`src/rtl/neuron_mac_sequencer.sv`:
```
// neuron_mac_sequencer
//   Evaluates one neuron on a single shared fixed-point multiply-accumulate
//   unit. Walks the enabled dendrite/weight pairs one per cycle, then adds the
//   bias weight (index N_INPUTS, with an implied input of 1.0). After that it
//   applies a step threshold and presents the weighted sum and the axon bit.
//   Sits between the dendrite/weight storage (synchronous-read RAMs) and the
//   layer controller.
//
// Ports
//   clk          rising-edge clock
//   rst_n        asynchronous active-low reset
//   start        evaluation request, sampled only in IDLE
//   n_enabled    per-dendrite enable mask, latched on an accepted start
//   busy         evaluation in progress (ISSUE/DRAIN)
//   done         one-cycle pulse, sum_out/axon_out valid
//   rd_en        read strobe to the dendrite and weight RAMs
//   rd_addr      read index; N_INPUTS selects the bias weight
//   rd_dendrite  dendrite data, valid the cycle after rd_en
//   rd_weight    weight data, valid the cycle after rd_en
//   sum_out      saturated weighted sum including bias (Q.2*FRAC)
//   axon_out     1 when sum_out >= THRESH
module neuron_mac_sequencer #(
  parameter int unsigned N_INPUTS = 32,
  parameter int unsigned DW       = 16,
  parameter int unsigned FRAC     = 8,
  parameter int unsigned ACCW     = 40,
  parameter logic signed [ACCW-1:0] THRESH = '0,
  localparam int unsigned AW = $clog2(N_INPUTS + 1)
) (
  input  logic                   clk,
  input  logic                   rst_n,
  input  logic                   start,
  input  logic [N_INPUTS-1:0]    n_enabled,
  output logic                   busy,
  output logic                   done,
  output logic                   rd_en,
  output logic [AW-1:0]          rd_addr,
  input  logic signed [DW-1:0]   rd_dendrite,
  input  logic signed [DW-1:0]   rd_weight,
  output logic signed [ACCW-1:0] sum_out,
  output logic                   axon_out
);

  // Working width: wide enough for any single term plus the accumulator,
  // with headroom so the sum itself cannot wrap before it is clamped.
  localparam int unsigned SW = ((ACCW > 2 * DW) ? ACCW : 2 * DW) + 2;
  localparam logic signed [SW-1:0] ACC_MAX = (SW'(1) <<< (ACCW - 1)) - SW'(1);
  localparam logic signed [SW-1:0] ACC_MIN = -ACC_MAX - SW'(1);

  typedef enum logic [1:0] {
    IDLE  = 2'd0,
    ISSUE = 2'd1,
    DRAIN = 2'd2,
    FIRE  = 2'd3
  } state_t;

  state_t                 state_q;
  logic [N_INPUTS-1:0]    rem_mask_q;
  logic signed [ACCW-1:0] acc_q;
  logic signed [ACCW-1:0] acc_nxt;
  logic                   valid_q;
  logic                   bias_q;
  logic [AW-1:0]          low_idx;
  logic signed [2*DW-1:0] prod;
  logic signed [SW-1:0]   term;
  logic signed [SW-1:0]   sum_wide;

  // Lowest set bit of the remaining mask; defaults to the bias index.
  always_comb begin
    low_idx = AW'(N_INPUTS);
    for (int unsigned i = N_INPUTS; i > 0; i--) begin
      if (rem_mask_q[i-1]) low_idx = AW'(i - 1);
    end
  end

  assign rd_en   = (state_q == ISSUE);
  assign rd_addr = (state_q == ISSUE) ? low_idx : '0;
  assign busy    = (state_q == ISSUE) || (state_q == DRAIN);
  assign done    = (state_q == FIRE);

  // One MAC term per returned read; bias uses an implied input of 1.0.
  always_comb begin
    prod     = rd_dendrite * rd_weight;
    term     = bias_q ? (SW'(rd_weight) <<< FRAC) : SW'(prod);
    sum_wide = SW'(acc_q) + term;
    acc_nxt  = acc_q;
    if (valid_q) begin
      if (sum_wide > ACC_MAX)      acc_nxt = ACC_MAX[ACCW-1:0];
      else if (sum_wide < ACC_MIN) acc_nxt = ACC_MIN[ACCW-1:0];
      else                         acc_nxt = sum_wide[ACCW-1:0];
    end
  end

  always_ff @(posedge clk or negedge rst_n) begin
    if (!rst_n) begin
      state_q    <= IDLE;
      rem_mask_q <= '0;
      acc_q      <= '0;
      valid_q    <= 1'b0;
      bias_q     <= 1'b0;
      sum_out    <= '0;
      axon_out   <= 1'b0;
    end else begin
      valid_q <= rd_en;
      bias_q  <= rd_en && (rem_mask_q == '0);
      acc_q   <= ((state_q == IDLE) && start) ? '0 : acc_nxt;
      case (state_q)
        IDLE: begin
          if (start) begin
            rem_mask_q <= n_enabled;
            state_q    <= ISSUE;
          end
        end
        ISSUE: begin
          if (rem_mask_q != '0) rem_mask_q <= rem_mask_q & (rem_mask_q - N_INPUTS'(1));
          else                  state_q    <= DRAIN;
        end
        DRAIN: begin
          // The bias term lands on this edge; registering the result here
          // (from acc_nxt) makes sum_out/axon_out valid while done is high.
          sum_out  <= acc_nxt;
          axon_out <= (acc_nxt >= THRESH);
          state_q  <= FIRE;
        end
        FIRE: begin
          state_q <= IDLE;
        end
        default: begin
          state_q <= IDLE;
        end
      endcase
    end
  end

endmodule
```
`config.mk`:
```
export PLATFORM = sky130hd
export DESIGN_NAME = neuron_mac_sequencer
export DESIGN_NICKNAME = d
export VERILOG_FILES = /design/src/rtl/neuron_mac_sequencer.sv
export SDC_FILE = /design/constraint.sdc
export NUM_CORES = 1
export LEC_CHECK = 0
export ABC_AREA = 1
export CORE_MARGIN = 1.5
export CORE_UTILIZATION = 45
export CTS_BUF_LIST = sky130_fd_sc_hd__clkbuf_4
export CTS_CLUSTER_SIZE = 8
export DETAILED_ROUTE_END_ITERATION = 8
export GPL_TIMING_DRIVEN = 1
export PLACE_DENSITY = 0.68
export SETUP_SLACK_MARGIN = 0.02
export SKIP_CTS_REPAIR_TIMING = 1
export SLEW_MARGIN = 20
export SYNTH_ARGS = -nofsm -noshare
export SYNTH_HDL_FRONTEND = slang
export SYNTH_SLANG_ARGS = --single-unit
```
`constraint.sdc`:
```
create_clock -name clk -period 4.61 [get_ports clk]
set_input_delay 0.922 -clock clk [delete_from_list [all_inputs] [get_ports clk]]
set_output_delay 0.922 -clock clk [all_outputs]
set_load 0.02 [all_outputs]
```
======== Word-level counts from Yosys, hierarchy flattened ========
Index checks and enable logic that the tools add are counted.
operators by class
  bitwise gates (word level) .............. 1
  multipliers ............................. 1
  eq/ne operators ......................... 6
  $lt $le $gt $ge ......................... 3
  mux-type cells .......................... 44
  $add $sub $neg .......................... 2
  shift-type cells ........................ 0
  divide/modulo/power cells ............... 0
  reduce and logical (&&, ||, !) cells .... 9
operator list
  kind                                                           count
  2-to-1 mux 6 bit                                               33
  2-to-1 mux 40 bit                                              4
  2-to-1 mux 32 bit                                              2
  case mux 32 bit (2 select lines)                               1
  adder 40 x 42 -> 42 bit                                        1
  > comparator 42 x 40 -> 1 bit (second input constant)          1
  less-than comparator 42 x 40 -> 1 bit (second input constant)  1
  2-to-1 mux 42 bit                                              1
  >= comparator 40 x 1 -> 1 bit (second input constant)          1
  bitwise AND 32 bit                                             1
  zero test 32 bit                                               1
  multiplier 16 x 16 -> 32 bit                                   1
  nonzero test 32 bit                                            1
  subtractor 32 x 1 -> 32 bit (second input constant)            1
  case mux 2 bit (4 select lines)                                1
  equality test 2 bit (second input constant)                    2
  2-to-1 mux 2 bit                                               2
  inequality test 2 bit (second input constant)                  2
  AND reduction 3 bit                                            1
  equality test 2 x 1 -> 1 bit (second input constant)           1
  logical AND 1 bit                                              2
  zero test 2 bit                                                1
  inequality test 2 x 1 -> 1 bit (second input constant)         1
  AND reduction 2 bit                                            1
  other kinds (2)                                                2
storage, ports and cells
  logic and storage cells ................. 73
  memories kept ........................... 0
  memory bits (read-only) ................. 0
  input port bits ......................... 67
  latch bits .............................. 0
  memory bits (writable) .................. 0
  output and inout port bits .............. 50
  flip-flop bits (word level) ............. 117

======== Depth between registers and ports, before layout ========
  depth after elaboration ................. 33
  depth in mapped cells ................... 48
  gate-level depth less buffers ........... 46

======== Worst setup path after synthesis ========
No wires, ideal clock.
  path kind ............................... input to register
  start ................................... input port rd_weight[5]
  end ..................................... register sum_out[21]
  slack ................................... -4.170 ns
  data required time ...................... 4.492 ns
  library setup time ...................... 0.118 ns
  data arrival time ....................... 8.662 ns
  stages on the path ...................... 35
  buffers on the path ..................... 3
  cell sequence ........................... clkbuf_1 > clkbuf_1 > nand2_1 > fa_1 > inv_1 > fa_1 > fa_1 > inv_1 > fa_1 > inv_1 > fa_1 > inv_1 > fa_1 > inv_1 > ha_1 > nand2_1 > nor2_1 > a2111oi_0 > o21ai_0 > a21oi_1 > xor2_1 > a21oi_1 > ha_1 > a21oi_1 > o21ai_0 > a21oi_1 > nor4_1 > a2111oi_0 > o21ai_1 > xor2_1 > a21oi_4 > buf_4 > nand2_1 > nand3_1 > nand2_1
on the way
  word-level cells in the longest chain between the ends .. 7
  elaborated cells on any way between the ends .. 8
  those cells by class .................... add/sub: 1; mul: 1; order compare: 2; mux: 4
RTL lines
  item                                   line  RTL
  start, declared                        39    input logic signed [DW-1:0] rd_weight,
  multiplier 16 x 16 -> 32 bit           83    prod = rd_dendrite * rd_weight;
  2-to-1 mux 42 bit *                    84    term = bias_q ? (SW'(rd_weight) <<< FRAC) : SW'(prod);
  adder 40 x 42 -> 42 bit *              85    sum_wide = SW'(acc_q) + term;
  less-than comparator 42 x 40 -> 1 bit  89    else if (sum_wide < ACC_MIN) acc_nxt = ACC_MIN[ACCW-1:0];
  2-to-1 mux 40 bit                      89
  2-to-1 mux 40 bit *                    88    if (sum_wide > ACC_MAX) acc_nxt = ACC_MAX[ACCW-1:0];
  2-to-1 mux 40 bit *                    87    if (valid_q) begin
  end signal, assigned                   121   sum_out <= acc_nxt;
  end, declared                          40    output logic signed [ACCW-1:0] sum_out,
Mark *: on every way between the ends. The rest lies on a longest branch, timed or not.
A chain may end at the register's enable or synchronous reset.

======== Final worst setup path ========
  start ................................... input port rd_dendrite[15]
  end ..................................... register sum_out[21]
on the way
  word-level cells in the longest chain between the ends .. 7
  elaborated cells on any way between the ends .. 8
  those cells by class .................... add/sub: 1; mul: 1; order compare: 2; mux: 4
RTL lines
  item                                   line  RTL
  start, declared                        38    input logic signed [DW-1:0] rd_dendrite,
  multiplier 16 x 16 -> 32 bit *         83
  2-to-1 mux 42 bit *                    84
  adder 40 x 42 -> 42 bit *              85
  less-than comparator 42 x 40 -> 1 bit  89
  2-to-1 mux 40 bit                      89
  2-to-1 mux 40 bit *                    88
  2-to-1 mux 40 bit *                    87
Marked as above.

==> flow_metrics.tcl <==
set metrics [dict create \
    status "finished, violations left" \
    violations "negative setup slack" \
    clockBufferDepth 2 \
    drive_above_1_share_pct 26.05 \
    synth_nets 2907 \
    clkTransAtPathRegs_ns 0.12 \
    totalWireLength_mm 57.19 \
    ys_ff_latch 117 \
    fin_nets 3348 \
    syn_to_final_growth_pct 36.82 \
    hold_viol_final 0 \
    min_period_over_period_pct 179.6 \
    dieArea_mm2 0.04190 \
    die_w_um 204.7 \
    route.detailed.drc 0 \
    critical_path.max_stage_delay_ns 0.60 \
    row_count 73 \
    dr_total_vias 17527 \
    yosys_warnings 0 \
    r2r_setup_slack_ns 0.61 \
    slowest_stage "fa_2" \
    synth_top_area_share_pct 28.76 \
    multiInputGateArea_mm2 0.01422 \
    worstHoldPathType "in2async" \
    dp_hpwl_mm 42.75 \
    fillCellCount 3364 \
    finalSetupTns_ns -291.78 \
    gr-usage-all-layers_pct 26.24 \
    yosysMostFrequentCell "nand2_1" \
    io_buffers 116 \
    setup_viol 81 \
    drv_cap 0 \
    reg2reg_from "bias_q" \
    async_flop_share_pct 100.0 \
    cts_buffers 17 \
    synthCells 2445 \
    synth_seq_area_share_pct 15.99 \
    yosysTopAreaCell "fa_1" \
    placed_cell_area_mm2 0.02287 \
    drv_slew 0 \
    crit_end "sum_out[21]" \
    die_height_um 204.7 \
    startpoint_type "primary input" \
    coreArea_mm2 0.03991 \
    yosysUniqueCellTypes 52 \
    fmax_mhz 120.8 \
    cts_max_level 4 \
    netlist_top_cells_count "nand2_1 (636), inv_1 (552), fa_1 (263), nor2_1 (151), ha_1 (132)" \
    r2r_cells 23 \
    wl_per_cell_um 16.70 \
    slew_headroom_pct 39.48 \
    num_io_pins 117 \
    rsz0062_at_grt "yes" \
    tightest_slew_ns 0.9068 \
    clk_latency_ns 0.56 \
    cp_max_fo 8 \
    arrival_ns 8.71 \
    worst_ep_required_time_ns 5.04 \
    grt_max_degree 44 \
    vias_per_cell 5.119 \
    firstDrtPassIters 7 \
    startpoint "rd_dendrite[15]" \
    synth_area_leaders "fa_1 (29%), dfrtp_1 (16%), nand2_1 (13%)" \
    grt_remaining_overflow 0 \
    crit_path_end_kind "flop" \
    holdWs_ns 0.2963 \
    post-route-min-period_ns 8.279 \
    synth_edf_count 0 \
    postLayoutCoreUtil_pct 62.76 \
    path_common_cell "a21oi_4" \
    syn_area_mm2 0.01831 \
    root_buffer "clkbuf_4" \
    cts_tree "done" \
    cts_sinks 117 \
    final.setup_skew_ns 0.02569 \
    regArea_mm2 0.002928 \
    grt_pass1_wl_mm 87.73 \
    setup_ws_ns -3.669 \
    syn_area_per_cell_um2 7.488 \
    critPathKind "in2reg" \
    antenna_found_initial 3 \
    grt_pass1_vias 18142 \
    ys.flop_type "dfrtp_1" \
    reg2reg_to "sum_out[21]" \
    start_util_pct 45.87 \
    routabilityCongestion 0.9324 \
    final_cell_area_mm2 0.02505 \
    detail-route-antenna-nets 0 \
    drtIter0Drc 1119 \
]
## flip-flops by register name, summed over array words and instances, names as in the netlist
name / cells
valid_q: 1
rem_mask_q: 32
acc_q: 40
axon_out: 1
sum_out: 40
bias_q: 1
state_q: 2
## per-layer routing
metal / track usage [%] / routed length [µm]
met3: 3.818 / 3397
met4: 7.747 / 1791
met2: 46.05 / 28580
met5: 0 / 26
met1: 33.38 / 23400
## cells in the final DEF (no fill, tap or decap), types with 40 or more instances in the layout
master           count
a21oi_1             76
buf_4              334
clkdlybuf4s50_1     84
dfrtp_1            117
fa_1               252
ha_1               101
inv_1              524
nand2_1            565
nand2_2             48
nand3_1             47
nor2_1             143
o21ai_0             72
or2_2               54
xor2_1              40
## cell type report
cell class	instances	area share (%)
Timing Repair Buffer	515	19.53
Sequential cell	117	11.69
Antenna cell	1	0.009990
Multi-Input combinational cell	1679	56.78
Clock inverter	11	0.4446
Clock buffer	20	0.5994
Inverter	556	8.332
Tap cell	525	2.622
## metrics by stage
stage          cells  setup WS, ns
2_1_floorplan   2445        -3.355
3_3_place_gp    3327        -4.706
3_5_place_dp    3327        -4.743
4_1_cts         3358        -4.212
5_1_grt         3424        -3.847
6_report        3424        -3.669
## critical path: cells and delay by family
kind                       cells  cell delay [ns]
AOI/OAI and AO/OA             11             2.17
adders and majority gates      8             3.58
and+or+nand+nor                6             0.37
xor gates and xnor gates       2             0.32
buffers and inverters         11             1.32
## worst min path at each step
stage / slack (ns) / to / depth (start not counted)
after CTS: 0.28 / sum_out[10] / 1
after global routing: 0.30 / acc_q[13] / 1
after floorplan: 0.47 / rem_mask_q[3] / 1
after detailed placement: 0.46 / sum_out[7] / 2
final: 0.30 / sum_out[9] / 1
after global placement: 0.46 / sum_out[26] / 2
## kinds of logic (layout without fill, tap and decap cells)
group                    Yosys count  in the layout  share of synthesized area [%]
XOR/XNOR                          58             58                          2.775
other                              0              1                              0
flip-flops                       117            117                          15.99
AND/OR/NAND/NOR                  946            946                          21.00
adder cells (fa/ha/maj)          395            395                          37.78
AO/OA/AOI/OAI                    280            280                          9.042
buffers and inverters            649           1102                          13.42
Power is not shown: default switching activity piles up to over one toggle a cycle in this logic, so the estimate is an artifact.
